**config.mk**
```make
export PLATFORM = sky130hd
export DESIGN_NAME = hub_slot
export DESIGN_NICKNAME = d
export VERILOG_FILES = /design/src/rtl/hub_slot.sv
export SDC_FILE = /design/constraint.sdc
export NUM_CORES = 1
export LEC_CHECK = 0
export CORE_AREA = 2 2 214 216
export DETAILED_ROUTE_END_ITERATION = 12
export DIE_AREA = 0 0 216 218
export PLACE_DENSITY = 0.32
export RECOVER_POWER = 50
export SYNTH_ARGS = -nofsm -noshare
export SYNTH_HDL_FRONTEND = slang
export SYNTH_SLANG_ARGS = --single-unit
```
**constraint.sdc**
```tcl
create_clock -name clk_cog -period 5.3 [get_ports clk_cog]
set_input_delay 1.06 -clock clk_cog [delete_from_list [all_inputs] [get_ports clk_cog]]
set_output_delay 1.06 -clock clk_cog [all_outputs]
set_load 0.01 [all_outputs]
```
**src/rtl/hub_slot.sv**
```systemverilog
// Round-robin hub access sequencer: one cog transaction per ena_bus cycle, driving the hub_mem port.
// Optional HUB_SLOT_SKIP_EN: skip idle slots and grant the next requesting cog instead of strict rotation.
module hub_slot (
  input  logic         clk_cog,
  input  logic         nres,
  input  logic         ena_bus,
  input  logic [7:0]   req,
  input  logic [7:0]   w,
  input  logic [31:0]  wb,
  input  logic [111:0] a,
  input  logic [255:0] d,
  output logic [7:0]   ack,
  output logic [31:0]  q,
  output logic [2:0]   slot,
  output logic         mem_w,
  output logic [3:0]   mem_wb,
  output logic [13:0]  mem_a,
  output logic [31:0]  mem_d,
  output logic         mem_ena,
  input  logic [31:0]  mem_q
);

  logic [2:0]  busy_cog;
  logic [2:0]  candidate;
  logic [2:0]  sel;
  logic        grant;
  logic [2:0]  slot_next;

  logic [13:0] cog_a  [8];
  logic [3:0]  cog_wb [8];
  logic [31:0] cog_d  [8];

  always_comb begin
    for (int k = 0; k < 8; k++) begin
      cog_a[k]  = a[14*k +: 14];
      cog_wb[k] = wb[4*k +: 4];
      cog_d[k]  = d[32*k +: 32];
    end
  end

`ifdef HUB_SLOT_SKIP_EN
  // First requesting cog at or after the slot pointer, wrapping mod 8; falls back to slot when idle.
  always_comb begin
    logic       found;
    logic [2:0] idx;
    candidate = slot;
    found     = 1'b0;
    idx       = slot;
    for (int i = 0; i < 8; i++) begin
      idx = slot + i[2:0];
      if (!found && req[idx]) begin
        candidate = idx;
        found     = 1'b1;
      end
    end
  end

  always_comb begin
    slot_next = grant ? candidate + 3'd1 : slot + 3'd1;
  end
`else
  always_comb begin
    candidate = slot;
  end

  always_comb begin
    slot_next = slot + 3'd1;
  end
`endif

  assign grant = ena_bus & req[candidate];

  // Reset pins the memory port to cog 0 fields so hub_mem sees a stable address while held.
  assign sel     = nres ? candidate : 3'd0;
  assign mem_a   = cog_a[sel];
  assign mem_wb  = cog_wb[sel];
  assign mem_d   = cog_d[sel];
  assign mem_w   = nres & grant & w[sel];
  assign mem_ena = ena_bus;

  // hub_mem registers the read on the grant edge, so its output is already valid in the ack cycle.
  assign q = mem_q;

  always_ff @(posedge clk_cog or negedge nres) begin
    if (!nres) begin
      slot     <= 3'd0;
      ack      <= 8'h00;
      busy_cog <= 3'd0;
    end else begin
      ack <= 8'h00;
      if (ena_bus) begin
        slot <= slot_next;
        if (grant) begin
          ack      <= 8'h01 << candidate;
          busy_cog <= candidate;
        end
      end
    end
  end

  ack_matches_busy_cog : assert property (@(posedge clk_cog) disable iff (!nres)
    (ack != 8'h00) |-> (ack == (8'h01 << busy_cog)));

  ack_one_hot : assert property (@(posedge clk_cog) disable iff (!nres) $onehot0(ack));

endmodule

```
==> run metrics, run 1 <==
Total Power 2.73 mW; clk slew on worst S/H paths 0.04 ns; CP bufs+invs 3; routability cong. 0.772; status finished clean; total CTS buffers 3; grt peak-use layer met2; Syn. warnings 0; register area share after synthesis 7.07%; unrepaired setup endpoints after global routing false; Req. time, crit path 4.24 ns; synth unique cells 23; grt ovf 0; Die H 218 um; Detail Placement HPWL 26200 um; Final Hold Fails 0; Cell Area, Synth 0.00389 mm2; antenna-violating nets left 0; syn avg cell area 14.7 um2; Max clock buf depth 2; final slew viol count 0; Clock Sinks 11; setup ws final 0.599 ns; Setup Buffers After CTS 0; gr usage total 12.1%; leading area contributor after synthesis mux4_2; minimum hold slack 0.811 ns; Synth top area share 59.6%; Critical Path Max Stage Delay 0.63 ns; met3 GRT Util 3.70%; Max Clk Rate 213 MHz; Max FO, Critical Path 14; worst path cell trace dlygate4sd3_1 > nand2_4 > buf_4 > mux4_2 > mux2_2 > clkdlybuf4s50_1; CTS tree built; worst slack at placement 0.630 ns; Initial Util 8.67%; most common cell after layout, fill and taps aside clkdlybuf4s50_1; Detailed Routing Iterations Pass 1 4; Root Driver clkbuf_16; Ports 546; full die area 0.0471 mm2; Hold Path Class register to register; post-layout minimum cycle time 4.70 ns; routing usage on met1 14.5%; # nets final 1157; fin crit share 88.7%; global-route wire length before repair 41100 um; Resized cells post-CTS 0; area grow syn2layout 139%; number of remaining DRC errors 0; Clock Skew 0.000800 ns; vias per cell 3.50; Lkg Pwr 3.24 nW; slew of the pin with the lowest slew margin 0.778 ns; delay-heaviest family, CP buffers and inverters; worst endpoint data arrival time 3.64 ns; vias 4554; layout cell share with drive strength beyond 1 25.0%; CP Capture Type output pin; grt met2 use 21.8%; syn_nets 721; Startpoint Class primary input; routed wire length per instance 23.1 um; max_slew headroom 48.1%; PwrDens 294 mW/mm2; Skew-Pair Late Insertion Delay 0.23 ns; Max Cap Violations 0; most frequent cells in the layout clkdlybuf4s50_1 (469), mux4_2 (103), mux2_2 (52); post-cts hold buffer count 0; IO buf count 481; CP max stage cell dlygate4sd3_1; vias in the first global route 5322; # setup viols final 0; DRT iter0 DRCs 130; Critical Setup Path Class primary input to output pin; worst ir drop on vdd 168 uV; largest net degree at the start of global routing 41; Fill cells 4881; core area 0.0449 mm2; total wire length 30100 um; setup TNS 0 ns; post-synthesis instance total 264; FF+latch count, synth 11; Row Count 78; Synth area leaders mux4_2 (60%), mux2_2 (15%), dfrtp_1 (7.1%); die width 216 um; H-Tree Depth 1; initial antenna violation count 13
-- final timing paths --
kind,start,to,slack [ns],depth (start not counted)
worst min register to register,slot[0]$_DFFE_PN0P_,slot[0]$_DFFE_PN0P_,0.81,1
worst min-delay path,slot[0]$_DFFE_PN0P_,slot[0]$_DFFE_PN0P_,0.81,1
min in group asynchronous,nres,ack[0]$_DFF_PN0_,1.61,2
worst max-delay path,nres,mem_wb[3],0.60,6
worst max register to register,slot[2]$_DFFE_PN0P_,ack[7]$_DFF_PN0_,3.07,4
max in group asynchronous,nres,slot[0]$_DFFE_PN0P_,3.12,2
-- report_power, final --
part | internal [mW] | switching [mW] | total [mW] | leakage [nW]
clock network | 0.0997 | 0.0357 | 0.135 | 0.0409
registers | 0.108 | 0.133 | 0.241 | 0.144
logic | 1.48 | 0.880 | 2.36 | 3.06
total | 1.69 | 1.05 | 2.73 | 3.24
-- sequential cells by signal (all words and copies together) (netlist names) --
signal	count
ack	8
slot	3
-- worst register-to-register path: stages (launching register included) --
cell and delay, ns:
dfrtp_4 0.80, buf_12 0.39, mux2_2 0.42, o31ai_1 0.35
nor3_1 0.13
-- layer usage --
layer	up-vias	share of wire, %
met5	-	0.17
met4	8	0.60
met3	18	9.2
met2	311	50
met1	2232	40
li1	1985	-
-- metrics by stage --
stage | cells | cell area (um2) | util, %
finish | 1301 | 9300 | 20.7
floorplan | 264 | 3890 | -
CTS | 1299 | 9290 | 20.7
global route | 1299 | 9290 | 20.7
global placement | 1295 | 9210 | 20.5
detailed placement | 1295 | 9210 | 20.5
-- cell families after synthesis --
logic type                 Yosys count  share of synthesized area, %
muxes                              159                          76.5
buffers and inverters               68                          11.5
and+or+nand+nor                     16                          2.31
DFF                                 11                          7.07
adders and majority gates            6                          1.93
AOI/OAI and AO/OA                    3                         0.482
xor gates and xnor gates             1                         0.225
-- cell type report --
| class | count | area [um2] | area share [%] |
|---|---|---|---|
| inverters | 6 | 22.5 | 0.242 |
| diodes | 2 | 5.00 | 0.0538 |
| repair buffers | 493 | 4960 | 53.4 |
| clock buffers | 3 | 75.1 | 0.808 |
| clock inverters | 1 | 5.00 | 0.0538 |
| well taps | 600 | 751 | 8.08 |
| flip-flops and latches | 11 | 283 | 3.04 |
| multi-input cells | 185 | 3190 | 34.3 |
-- synthesized netlist by cell type --
library cell  instances
nor3_1                2
xor2_1                1
inv_1                 6
mux4_2              103
o31ai_1               1
and2_1                6
buf_2                15
mux4_1                2
buf_1                 5
nand2_1               3
ha_1                  6
nand2_2               1
mux2_2               52
o21ai_0               1
dfrtp_1              11
and3_1                2
buf_6                 5
mux2i_1               2
nor4_1                1
nand2b_1              1
o22ai_1               1
buf_4                36
clkbuf_1              1
Power figures use the tool's default switching activity.
==> run 2, diff against run 1 <==
==> constraint.sdc (replaced) <==
create_clock -name clk_cog -period 5.3 [get_ports clk_cog]
set_input_delay 1.06 -clock clk_cog [delete_from_list [all_inputs] [get_ports clk_cog]]
set_output_delay 1.06 -clock clk_cog [all_outputs]
set_load 0.1 [all_outputs]
==> run metrics, run 2 (synthesis results as in run 1) <==
internal power 2.11 mW; most common cell after layout, fill and taps aside clkdlybuf4s50_1; sequential cell area 279 um2; vias in the first global route 5375; Biggest register ack; Final Hold Fails 0; routing usage on met1 13.1%; most frequent cells in the layout clkdlybuf4s50_1 (425), mux4_2 (103), buf_12 (54); Clock Sinks 11; initial antenna violation count 10; DRT iter0 DRCs 119; CP Launch Point slot[0]$_DFFE_PN0P_; Combinational Power Share 92.1%; Max Clk Rate 224 MHz; setup TNS 0 ns; Skew-Pair Late Insertion Delay 0.23 ns; CP Capture Type output pin; area grow syn2layout 150%; grt ovf 0; max_slew headroom -3.25%; Detailed Routing Iterations Pass 1 4; global-route wire length before repair 40400 um; Finished Cell Area 0.00975 mm2; unrepaired setup endpoints after global routing false; fin crit share 84.4%; Hold Path Class register to register; Clock Skew 0.00243 ns; Lkg Pwr 3.48 nW; vias 4546; largest net degree at the start of global routing 38; Resized cells post-CTS 0; layout cell share with drive strength beyond 1 31.8%; Root Driver clkbuf_16; R2R Setup Slk 2.01 ns; status finished with violations; Die H 218 um; sequential share of power 5.2%; sw frac 56.2%; # setup viols final 0; PwrDens 495 mW/mm2; vias per cell 3.51; full die area 0.0471 mm2; Initial Util 8.67%; # nets final 1152; IO buf count 481; CTS tree built; Total Power 4.82 mW; number of flip-flops in the largest register 8; die width 216 um; area occupied by multi-input gates 0.00320 mm2; number of remaining DRC errors 0; Max Cap Violations 1; grt peak-use layer met2; Clock Power Share 2.8%; worst endpoint data arrival time 3.41 ns; Row Count 78; post-cts hold buffer count 0; worst slack at placement 0.828 ns; H-Tree Depth 1; Setup Buffers After CTS 0; routed wire length per instance 23.2 um; post-layout minimum cycle time 4.47 ns; clk slew on worst S/H paths 0.04 ns; total wire length 30100 um; Sw Pwr 2.71 mW; Ports 546; antenna-violating nets left 0; DP Area 0.00967 mm2; Detail Placement HPWL 25900 um; Req. time, crit path 4.24 ns; worst ir drop on vdd 310 uV; violated checks capacitance limit, slew limit; gr usage total 12.0%; Critical Setup Path Class register to output pin; routability cong. 0.779; core area 0.0449 mm2; grt met2 use 23.1%; slew of the pin with the lowest slew margin 1.55 ns; met3 GRT Util 3.42%; setup ws final 0.827 ns; Max clock buf depth 2; Max FO, Critical Path 37; final slew viol count 26; largest registers ack: 8 flops, slot: 3 flops; total CTS buffers 3; Crit Reg-Reg Startpoint slot[0]$_DFFE_PN0P_; Fill cells 4796; Startpoint Class register; minimum hold slack 0.937 ns; HP Start slot[1]$_DFFE_PN0P_
run 2: path summary, 6_finish.rpt:
| kind | to | depth (start not counted) |
|---|---|---|
| max reg2reg | ack[2]$_DFF_PN0_ | 4 |
| min reg2reg | slot[1]$_DFFE_PN0P_ | 2 |
| min in group asynchronous | ack[5]$_DFF_PN0_ | 2 |
| max | mem_a[0] | 4 |
| max in group asynchronous | slot[2]$_DFFE_PN0P_ | 2 |
| min | slot[1]$_DFFE_PN0P_ | 2 |
run 2: area by class of cell:
cell class / count / share of cell area [%]
repair buffers: 488 / 55.5
well taps: 600 / 7.70
inverters: 6 / 0.231
clock buffers: 4 / 0.808
flip-flops and latches: 11 / 2.86
multi-input cells: 185 / 32.8
diodes: 3 / 0.0770
run 2: power groups by stage:
stage,Clock [mW],Sequential (mW),Combinational (mW)
after floorplan,0,0.271,2.89
after global placement,0,0.268,4.51
after detailed placement,0,0.268,4.50
after CTS,0.137,0.265,4.51
after global routing,0.143,0.268,4.62
final,0.133,0.249,4.44
run 2: metal layers:
metal  share of wire (%)  vias to the layer above
met4                 1.6                        4
met5               0.086                        -
met1                  37                     2220
met3                 8.9                       26
li1                    -                     1972
met2                  53                      324
run 2: worst max-delay path: stages (launching register included):
cell and delay, ns:
dfrtp_1 1.36, buf_4 0.73, mux4_2 0.51, mux2_2 0.33, buf_12 0.17
run 2: per-stage QoR:
stage | instances | utilization (%)
after floorplan | 264 | -
after global placement | 1290 | 21.5
after detailed placement | 1290 | 21.5
after CTS | 1294 | 21.7
after global routing | 1297 | 21.7
final | 1297 | 21.7
==> run 3, diff against run 2 <==
CORE_AREA = 2 2 210 212   (was 2 2 214 216)
DIE_AREA = 0 0 212 214   (was 0 0 216 218)
PLACE_DENSITY = 0.33   (was 0.32)
clock period = 4.3 ns   (was 5.3 ns; I/O delays follow)
==> run metrics, run 3 (synthesis results as in run 1) <==
status finished clean; Final Hold Fails 0; worst ir drop on vdd 277 uV; Detailed Routing Iterations Pass 1 4; vias 4513; # nets final 1156; area occupied by multi-input gates 0.00321 mm2; total CTS buffers 3; r2r endpoint ack[2]$_DFF_PN0_; largest registers ack: 8 flops, slot: 3 flops; Row Count 76; Clock Power Share 2.8%; post-cts hold buffer count 0; Lkg Pwr 3.51 nW; vias per cell 3.52; slew of the pin with the lowest slew margin 1.04 ns; number of remaining DRC errors 0; setup TNS 0 ns; IO buf count 481; Req. time, crit path 3.44 ns; core area 0.0429 mm2; PwrDens 610 mW/mm2; CTS tree built; H-Tree Depth 1; dpl cells 1279; antenna-violating nets left 0; R2R Setup Slk 2.23 ns; post-route insts no fill 1283; area grow syn2layout 151%; Root Driver clkbuf_16; DRT iter0 DRCs 106; most common cell after layout, fill and taps aside clkdlybuf4s50_1; Skew-Pair Late Insertion Delay 0.23 ns; sw frac 56.0%; sequential cell area 283 um2; most frequent cells in the layout clkdlybuf4s50_1 (421), mux4_2 (103), buf_12 (56); Biggest register ack; fin crit share 90.4%; internal power 2.63 mW; Max Cap Violations 0; full die area 0.0454 mm2; Hold Path Class register to register; largest net degree at the start of global routing 38; Max Clk Rate 257 MHz; Ports 546; Combinational Power Share 93.1%; post-layout minimum cycle time 3.89 ns; Detail Placement HPWL 25200 um; total wire length 28700 um; Max clock buf depth 2; routability cong. 0.767; # setup viols final 0; ANT cells 0; gr usage total 12.0%; reg2reg path depth 4; clk slew on worst S/H paths 0.04 ns; Setup Buffers After CTS 0; Sw Pwr 3.34 mW; routed wire length per instance 22.4 um; global-route wire length before repair 38900 um; Total Power 5.97 mW; Startpoint Class primary input; Initial Util 9.08%; final slew viol count 0; Resized cells post-CTS 0; Clock Sinks 11; Hold Path End slot[1]$_DFFE_PN0P_; hold path depth 2; worst endpoint data arrival time 3.03 ns; number of flip-flops in the largest register 8; unrepaired setup endpoints after global routing false; vias in the first global route 5230; Clock Skew 0.000494 ns; sequential share of power 4.2%; die width 212 um; grt ovf 0; Die H 214 um; Critical Setup Path Class primary input to output pin; CP Capture Type output pin; initial antenna violation count 8; Fill cells 4529; max_slew headroom 30.7%; Crit Reg-Reg Startpoint slot[0]$_DFFE_PN0P_; HP Start slot[1]$_DFFE_PN0P_; layout cell share with drive strength beyond 1 32.7%; Max FO, Critical Path 30
## run 3: worst max-delay path, cell delays in order
cell	delay [ns]
dlygate4sd3_1	0.63
nand2_4	0.18
buf_12	0.27
mux4_2	0.55
mux2_2	0.30
buf_12	0.17
## run 3: final cells by class
type / count / share of cell area (%)
Clock buffer: 4 / 0.805
Sequential cell: 11 / 2.89
Inverter: 6 / 0.230
Timing Repair Buffer: 492 / 55.8
Tap cell: 585 / 7.48
Multi-Input combinational cell: 185 / 32.8
## run 3: power by group through the flow
stage | Clock [mW] | Combinational [mW] | Sequential (mW)
detailed placement | 0 | 5.65 | 0.258
finish | 0.166 | 5.56 | 0.248
global placement | 0 | 5.67 | 0.258
CTS | 0.171 | 5.66 | 0.255
global route | 0.179 | 5.78 | 0.265
floorplan | 0 | 3.57 | 0.335
## run 3: through the flow
step / utilization (%) / hold slack (ns) / cell area, um2 / setup slack, ns
2_1_floorplan: - / 0.564 / 3910 / 0.601
3_3_place_gp: 22.6 / 0.965 / 9710 / 0.504
3_5_place_dp: 22.6 / 0.945 / 9710 / 0.459
4_1_cts: 22.8 / 0.952 / 9790 / 0.456
5_1_grt: 22.8 / 1.04 / 9790 / 0.310
6_report: 22.8 / 0.936 / 9790 / 0.415
## run 3: worst max-delay path by stage
stage                             start  endpoint  cells after the start  slack [ns]
floorplan           slot[0]$_DFFE_PN0P_     mem_w                      4        0.60
global placement                   nres  mem_d[9]                      6        0.50
detailed placement                 nres  mem_d[8]                      6        0.46
CTS                                nres  mem_d[9]                      6        0.46
global route                       nres  mem_d[9]                      6        0.31
finish                             nres  mem_d[8]                      6        0.41
## run 3: metal layers
metal	vias to the layer above	global-route usage (%)	share of wire (%)
met1	2196	13.1	36
li1	1976	-	-
met2	317	23.1	53
met4	4	1.13	0.64
met5	-	0	0.094
met3	20	3.74	10
